`config.mk`:
```
export PLATFORM = sky130hd
export DESIGN_NAME = subsample_420_8x8
export DESIGN_NICKNAME = d
export VERILOG_FILES = /design/src/rtl/subsample_420_8x8.sv
export SDC_FILE = /design/constraint.sdc
export NUM_CORES = 2
export LEC_CHECK = 0
export ABC_CLOCK_PERIOD_IN_PS = 4200
export CORE_AREA = 8 8 395 397
export CTS_CLUSTER_SIZE = 12
export DETAILED_ROUTE_END_ITERATION = 7
export DIE_AREA = 0 0 403 405
export GPL_TIMING_DRIVEN = 0
export SLEW_MARGIN = 20
export SYNTH_ARGS = -nofsm -noshare
export SYNTH_HDL_FRONTEND = slang
export SYNTH_SLANG_ARGS = --single-unit
```
`constraint.sdc`:
```
create_clock -name clk -period 4.2 [get_ports clk]
set_clock_uncertainty 0.1 [all_clocks]
set_input_delay 1.26 -clock clk [delete_from_list [all_inputs] [get_ports clk]]
set_output_delay 1.26 -clock clk [all_outputs]
set_load 0.01 [all_outputs]
```
`src/rtl/subsample_420_8x8.sv`:
```
// ---------------------------------------------------------------------------
// subsample_420_8x8
// Encoder-side 4:2:0 chroma subsampler for the JPEG block pipeline. It sits
// between colour conversion and the forward DCT.
//
// Chroma (Cb/Cr) arrives as four full-resolution 8x8 quadrants of a 16x16 MCU
// in the order TL, TR, BL, BR. Each 2x2 pixel group is averaged to one sample.
// The four resulting 4x4 tiles are packed into one 8x8 output block.
// Y blocks pass straight through with the same one-cycle latency.
//
// Ports
//   clk        clock, all state on the rising edge
//   rst        synchronous active-high reset
//   valid_in   input block valid
//   ready_in   input accepted when valid_in && ready_in
//   ch_in      channel tag (0=Y, 1=Cb, 2=Cr, other=invalid)
//   block_in   signed 8-bit pixels, [row][col], [0][0] is top-left
//   valid_out  output block valid
//   ready_out  downstream accepts when valid_out && ready_out
//   ch_out     channel tag of the output block
//   block_out  registered output block
//   quad_cnt   index of the next expected chroma quadrant (0..3)
//   err        one-cycle pulse: chroma group broken, or invalid channel tag
// ---------------------------------------------------------------------------
module subsample_420_8x8 #(
    parameter int CHW   = 2,
    parameter bit ROUND = 1'b1
) (
    input  logic                  clk,
    input  logic                  rst,
    input  logic                  valid_in,
    output logic                  ready_in,
    input  logic [CHW-1:0]        ch_in,
    input  logic [7:0][7:0][7:0]  block_in,
    output logic                  valid_out,
    input  logic                  ready_out,
    output logic [CHW-1:0]        ch_out,
    output logic [7:0][7:0][7:0]  block_out,
    output logic [1:0]            quad_cnt,
    output logic                  err
);

    logic                 r_valid;
    logic [CHW-1:0]       r_ch;
    logic [7:0][7:0][7:0] r_block;
    logic [1:0]           r_quad;
    logic                 r_err;
    logic [CHW-1:0]       r_grp_ch;
    logic [7:0][7:0][7:0] r_acc;

    logic                 w_accept;
    logic                 w_is_y;
    logic                 w_is_chroma;
    logic                 w_mismatch;
    logic [1:0]           w_q;
    logic [3:0][3:0][7:0] w_avg;
    logic [7:0][7:0][7:0] w_merged;

    // No skid buffer: a new block can only land when the output slot is free
    // or is being drained in this very cycle.
    assign ready_in    = !r_valid || ready_out;
    assign w_accept    = valid_in && ready_in;
    assign w_is_y      = (ch_in == CHW'(0));
    assign w_is_chroma = (ch_in == CHW'(1)) || (ch_in == CHW'(2));

    // A chroma block whose channel differs from the open group restarts the
    // group: it becomes quadrant 0 and the earlier partial tiles are abandoned.
    assign w_mismatch  = (r_quad != 2'd0) && (ch_in != r_grp_ch);
    assign w_q         = w_mismatch ? 2'd0 : r_quad;

    function automatic logic signed [9:0] sx10(input logic [7:0] v);
        return {{2{v[7]}}, v};
    endfunction

    // 2x2 averages. The sum of four s8 values fits in 10 bits; the arithmetic
    // shift by two is taking bits [9:2], which always fits back into s8.
    generate
        for (genvar gi = 0; gi < 4; gi++) begin : g_avg_row
            for (genvar gj = 0; gj < 4; gj++) begin : g_avg_col
                logic signed [9:0] w_sum;
                logic signed [9:0] w_rnd;
                assign w_sum = sx10(block_in[2*gi][2*gj])   + sx10(block_in[2*gi][2*gj+1])
                             + sx10(block_in[2*gi+1][2*gj]) + sx10(block_in[2*gi+1][2*gj+1]);
                assign w_rnd = w_sum + (ROUND ? 10'sd2 : 10'sd0);
                assign w_avg[gi][gj] = w_rnd[9:2];
            end
        end
    endgenerate

    // Accumulator contents with the current quadrant's tile dropped in. This
    // is both the next accumulator value and, on the last quadrant, the output.
    generate
        for (genvar gi = 0; gi < 8; gi++) begin : g_mrg_row
            for (genvar gj = 0; gj < 8; gj++) begin : g_mrg_col
                localparam bit LOWER = (gi >= 4);
                localparam bit RIGHT = (gj >= 4);
                assign w_merged[gi][gj] = (LOWER == w_q[1] && RIGHT == w_q[0])
                                        ? w_avg[gi % 4][gj % 4] : r_acc[gi][gj];
            end
        end
    endgenerate

    always_ff @(posedge clk) begin
        if (rst) begin
            r_valid  <= 1'b0;
            r_ch     <= '0;
            r_block  <= '0;
            r_quad   <= 2'd0;
            r_err    <= 1'b0;
            r_grp_ch <= '0;
            r_acc    <= '0;
        end else begin
            r_err <= 1'b0;
            if (r_valid && ready_out) begin
                r_valid <= 1'b0;
            end
            if (w_accept) begin
                if (w_is_y) begin
                    r_block <= block_in;
                    r_ch    <= '0;
                    r_valid <= 1'b1;
                end else if (w_is_chroma) begin
                    r_acc <= w_merged;
                    r_err <= w_mismatch;
                    if (w_q == 2'd0) begin
                        r_grp_ch <= ch_in;
                    end
                    if (w_q == 2'd3) begin
                        r_block <= w_merged;
                        r_ch    <= r_grp_ch;
                        r_valid <= 1'b1;
                        r_quad  <= 2'd0;
                    end else begin
                        r_quad  <= w_q + 2'd1;
                    end
                end else begin
                    // Invalid tag: swallow the block, flag it, keep the group.
                    r_err <= 1'b1;
                end
            end
        end
    end

    assign valid_out = r_valid;
    assign ch_out    = r_ch;
    assign block_out = r_block;
    assign quad_cnt  = r_quad;
    assign err       = r_err;

endmodule

```
==> impl_summary.log <==
INFO  metric cp.arrival = 5.45 ns
INFO  metric max_cap_viol_count = 0
INFO  metric clk_path_buf_depth = 3
INFO  metric total_power = 45.8 mW
INFO  metric clk_pin_slew = 0.07 ns
INFO  metric async_flop_share = 0
INFO  metric syn_area = 52,000 um^2
INFO  metric num-nets-final = 8,962
INFO  metric tightestPinTransition = 1.40 ns
INFO  metric holdWs = 0.348 ns
INFO  metric finalWorstSetupSlack = -0.692 ns
INFO  metric total_leakage_power = 31.5 nW
INFO  metric numClockSinks = 919
INFO  metric met1_track_demand_over_resource = 0.575
INFO  metric clock_latency_on_the_worst_skew_pair = 0.78 ns
INFO  metric initial_utilization = 0.349
INFO  metric netlist_top_cells_area = sky130_fd_sc_hd__dfxtp_1, sky130_fd_sc_hd__fa_1, sky130_fd_sc_hd__nand2_1, sky130_fd_sc_hd__a21oi_1, sky130_fd_sc_hd__inv_1
INFO  metric final-setup-viol-count = 192
INFO  metric die_x = 403 um
INFO  metric setup_total_negative_slack = -29.34 ns
INFO  metric p_per_area = 584 nW/um^2
INFO  metric finalWorstPathRequiredPeriod = 4.89 ns
INFO  metric achievable-frequency = 204 MHz
INFO  metric portBuffers = 1,035
INFO  metric setup.worst_path.start_class = input pin
INFO  metric grt_pass1_wl = 537 mm
INFO  metric synthFlopType = sky130_fd_sc_hd__dfxtp_1
INFO  metric cts_tree = done
INFO  metric place.detailed.hpwl = 337 mm
INFO  metric first_iter_violations = 8,874
INFO  metric ctsRootBufferMaster = sky130_fd_sc_hd__clkbuf_16
INFO  metric worst_slew_margin_relative_to_its_limit = 0.0663
INFO  metric grt_max_degree = 16
INFO  metric rows = 142
INFO  metric synthTopCellsByCount = sky130_fd_sc_hd__nand2_1, sky130_fd_sc_hd__dfxtp_1, sky130_fd_sc_hd__inv_1
INFO  metric finalNonFillerCells = 10,100
INFO  metric fp.dieH = 405 um
INFO  metric grt_busiest_layer = met2
INFO  metric vias_in_the_first_global_route = 58,000
INFO  metric detail_route.wirelength = 420 mm
INFO  metric avgSynthCellArea = 7.94 um^2
INFO  metric fp.coreArea = 149,000 um^2
INFO  metric synth_top_area_cell = sky130_fd_sc_hd__dfxtp_1
INFO  metric post-synth-top-count-cell = sky130_fd_sc_hd__nand2_1
INFO  metric detail-route-antenna-nets = 0
INFO  metric gr-usage-met3 = 0.181
INFO  metric outcome = complete, but fails checks
INFO  metric synth_seq_area_share = 0.354
INFO  metric syn_nets = 7,476
INFO  metric synth_warnings = 0
INFO  metric ctsHtreeMaxLevel = 3
INFO  metric timing.critical_path.to_type = register
INFO  metric final_hold_violations = 0
INFO  metric failing_checks = negative setup slack
INFO  metric vdd_drop_max = 0.395 mV
INFO  metric vias_per_cell = 6.16
INFO  metric rsz0062_at_grt = yes
INFO  metric area.growth.synth_to_final = 50.8%
INFO  metric design.die.area = 163,000 um^2
INFO  metric critPathRequiredTime = 4.76 ns
INFO  metric detail_route.drc_violations = 0
INFO  metric number_of_synthesized_flops_with_an_enable_pin = 0
INFO  metric layout_worst_path_cycle_share = 1.16
INFO  metric grt_use_total = 0.487
INFO  metric final_layout_size_suffix_gt1_frac = 0.203
INFO  metric yosys.area.top_type_share = 0.354
INFO  metric grt_overflow_total = 0
INFO  metric avgRoutedWirePerCell = 41.4 um
INFO  metric firstDrtPassIters = 8
INFO  metric final.fill_count = 14,400
INFO  metric place.detailed.instances = 9,595
INFO  metric ys_ff_latch = 919
INFO  metric num_io_pins = 1,037
INFO  metric hold_class = register to register
INFO  metric routed-via-count = 62,500
INFO  metric number_of_distinct_library_cells_after_synthesis = 71
INFO  metric synthCells = 6,552
INFO  metric worstPathMaxFanout = 5
INFO  metric cts-hold-fix-buffers = 0
INFO  metric cts_made_buffers = 111
INFO  metric gp_congestion = 1.08
INFO  metric path_class = input pin to register
INFO  metric ff2ff_setup_slack = 0.56 ns
INFO  metric grt_util_met2 = 0.697
INFO  metric grt_antenna_before_repair = 86
INFO  metric drv_slew = 0
-- metal layers --
metal  share of wire  up-vias
met1            0.35    30600
met4            0.11       36
met5         0.00052        -
li1                -    25100
met3            0.14     1448
met2            0.40     5295
-- placed cells by master, fill, tap and decap left out, types with 65 or more instances in the layout --
cell,synthesis,routed
sky130_fd_sc_hd__fa_1,256,202
sky130_fd_sc_hd__buf_12,0,65
sky130_fd_sc_hd__o21ai_0,476,408
sky130_fd_sc_hd__clkbuf_1,449,245
sky130_fd_sc_hd__dlygate4sd2_1,0,85
sky130_fd_sc_hd__clkbuf_16,0,113
sky130_fd_sc_hd__inv_2,0,115
sky130_fd_sc_hd__buf_4,0,192
sky130_fd_sc_hd__dfxtp_1,919,919
sky130_fd_sc_hd__a22oi_1,84,78
sky130_fd_sc_hd__buf_6,0,102
sky130_fd_sc_hd__ha_1,150,69
sky130_fd_sc_hd__nand2_1,997,968
sky130_fd_sc_hd__a211oi_1,332,259
sky130_fd_sc_hd__clkdlybuf4s50_1,0,794
sky130_fd_sc_hd__nor2_1,541,509
sky130_fd_sc_hd__clkbuf_2,0,207
sky130_fd_sc_hd__a21oi_1,580,510
sky130_fd_sc_hd__mux2i_1,194,164
sky130_fd_sc_hd__nor3_1,132,112
sky130_fd_sc_hd__inv_1,700,567
-- critical path, cell delays in order --
cell and delay (ns):
sky130_fd_sc_hd__buf_8 0.09, sky130_fd_sc_hd__inv_8 0.03, sky130_fd_sc_hd__fa_2 0.53, sky130_fd_sc_hd__fa_2 0.81, sky130_fd_sc_hd__clkinvlp_4 0.34, sky130_fd_sc_hd__ha_4 0.25
sky130_fd_sc_hd__or3_4 0.36, sky130_fd_sc_hd__o22a_4 0.34, sky130_fd_sc_hd__a221o_1 0.41, sky130_fd_sc_hd__buf_6 0.15, sky130_fd_sc_hd__xnor2_4 0.17, sky130_fd_sc_hd__buf_12 0.16
sky130_fd_sc_hd__nor2_4 0.03, sky130_fd_sc_hd__a211o_1 0.34, sky130_fd_sc_hd__o2111a_1 0.15
-- registers in the layout, indices dropped and copies added (netlist names) --
signal,flops
block_out,512
ch_out,2
err,1
quad_cnt,2
r_acc,399
r_grp_ch,2
valid_out,1
-- kinds of logic (layout without fill, tap and decap cells) --
group                      Yosys count  in the layout  share of synthesized area
buffers and inverters             1196           2775                     0.0864
DFF                                919            919                      0.354
xor gates and xnor gates           128            128                     0.0220
muxes                              198            198                     0.0382
other                                0             57                          0
and+or+nand+nor                   1910           1910                      0.152
AOI/OAI and AO/OA                 1795           1795                      0.213
adders and majority gates          406            406                      0.135
-- repair_timing --
action                                  4_1_cts  5_1_grt
gates resized for setup                    1265      640
endpoints found under the hold margin         0        0
setup buffers                               210       93
pin swaps                                   266      285
endpoints found under the setup margin      911      758
gates cloned                                  0        0
-- per-stage QoR --
stage | setup WS [ns] | area [um^2] | utilization
global route | -0.654 | 78400 | 0.525
floorplan | -0.152 | 52200 | -
CTS | -0.865 | 76200 | 0.511
detailed placement | -2.97 | 66600 | 0.446
global placement | -4.03 | 65000 | 0.435
finish | -0.692 | 78500 | 0.526
-- cell type report --
class	count	area, um^2	share of cell area
timing repair buffer	1382	14200	0.181
tap	1944	2430	0.0310
clock buffer	162	3280	0.0418
clock inverter	44	597	0.00761
antenna	57	143	0.00182
inverter	704	2720	0.0346
sequential	919	18400	0.235
buffer	483	2300	0.0293
multi-input combinational	4437	34400	0.439
-- worst paths after layout --
path / depth (start not counted) / end / startpoint
hold reg to reg: 2 / block_out[412]$_SDFFE_PP0P_ / block_out[412]$_SDFFE_PP0P_
setup reg to reg: 9 / r_acc[278]$_SDFFE_PP0P_ / valid_out$_SDFF_PP0_
hold / removal: 2 / block_out[412]$_SDFFE_PP0P_ / block_out[412]$_SDFFE_PP0P_
setup / recovery: 15 / block_out[133]$_SDFFE_PP0P_ / block_in[258]
-- power by group --
| group | total, mW | switching, mW | leakage [nW] | internal [mW] |
|---|---|---|---|---|
| combinational | 25.7 | 15.8 | 22.1 | 9.90 |
| clock | 10.7 | 4.56 | 1.91 | 6.15 |
| sequential | 9.44 | 0.286 | 7.45 | 9.15 |
| total | 45.8 | 20.6 | 31.5 | 25.2 |
No activity file was read; power rests on OpenSTA's default activity.
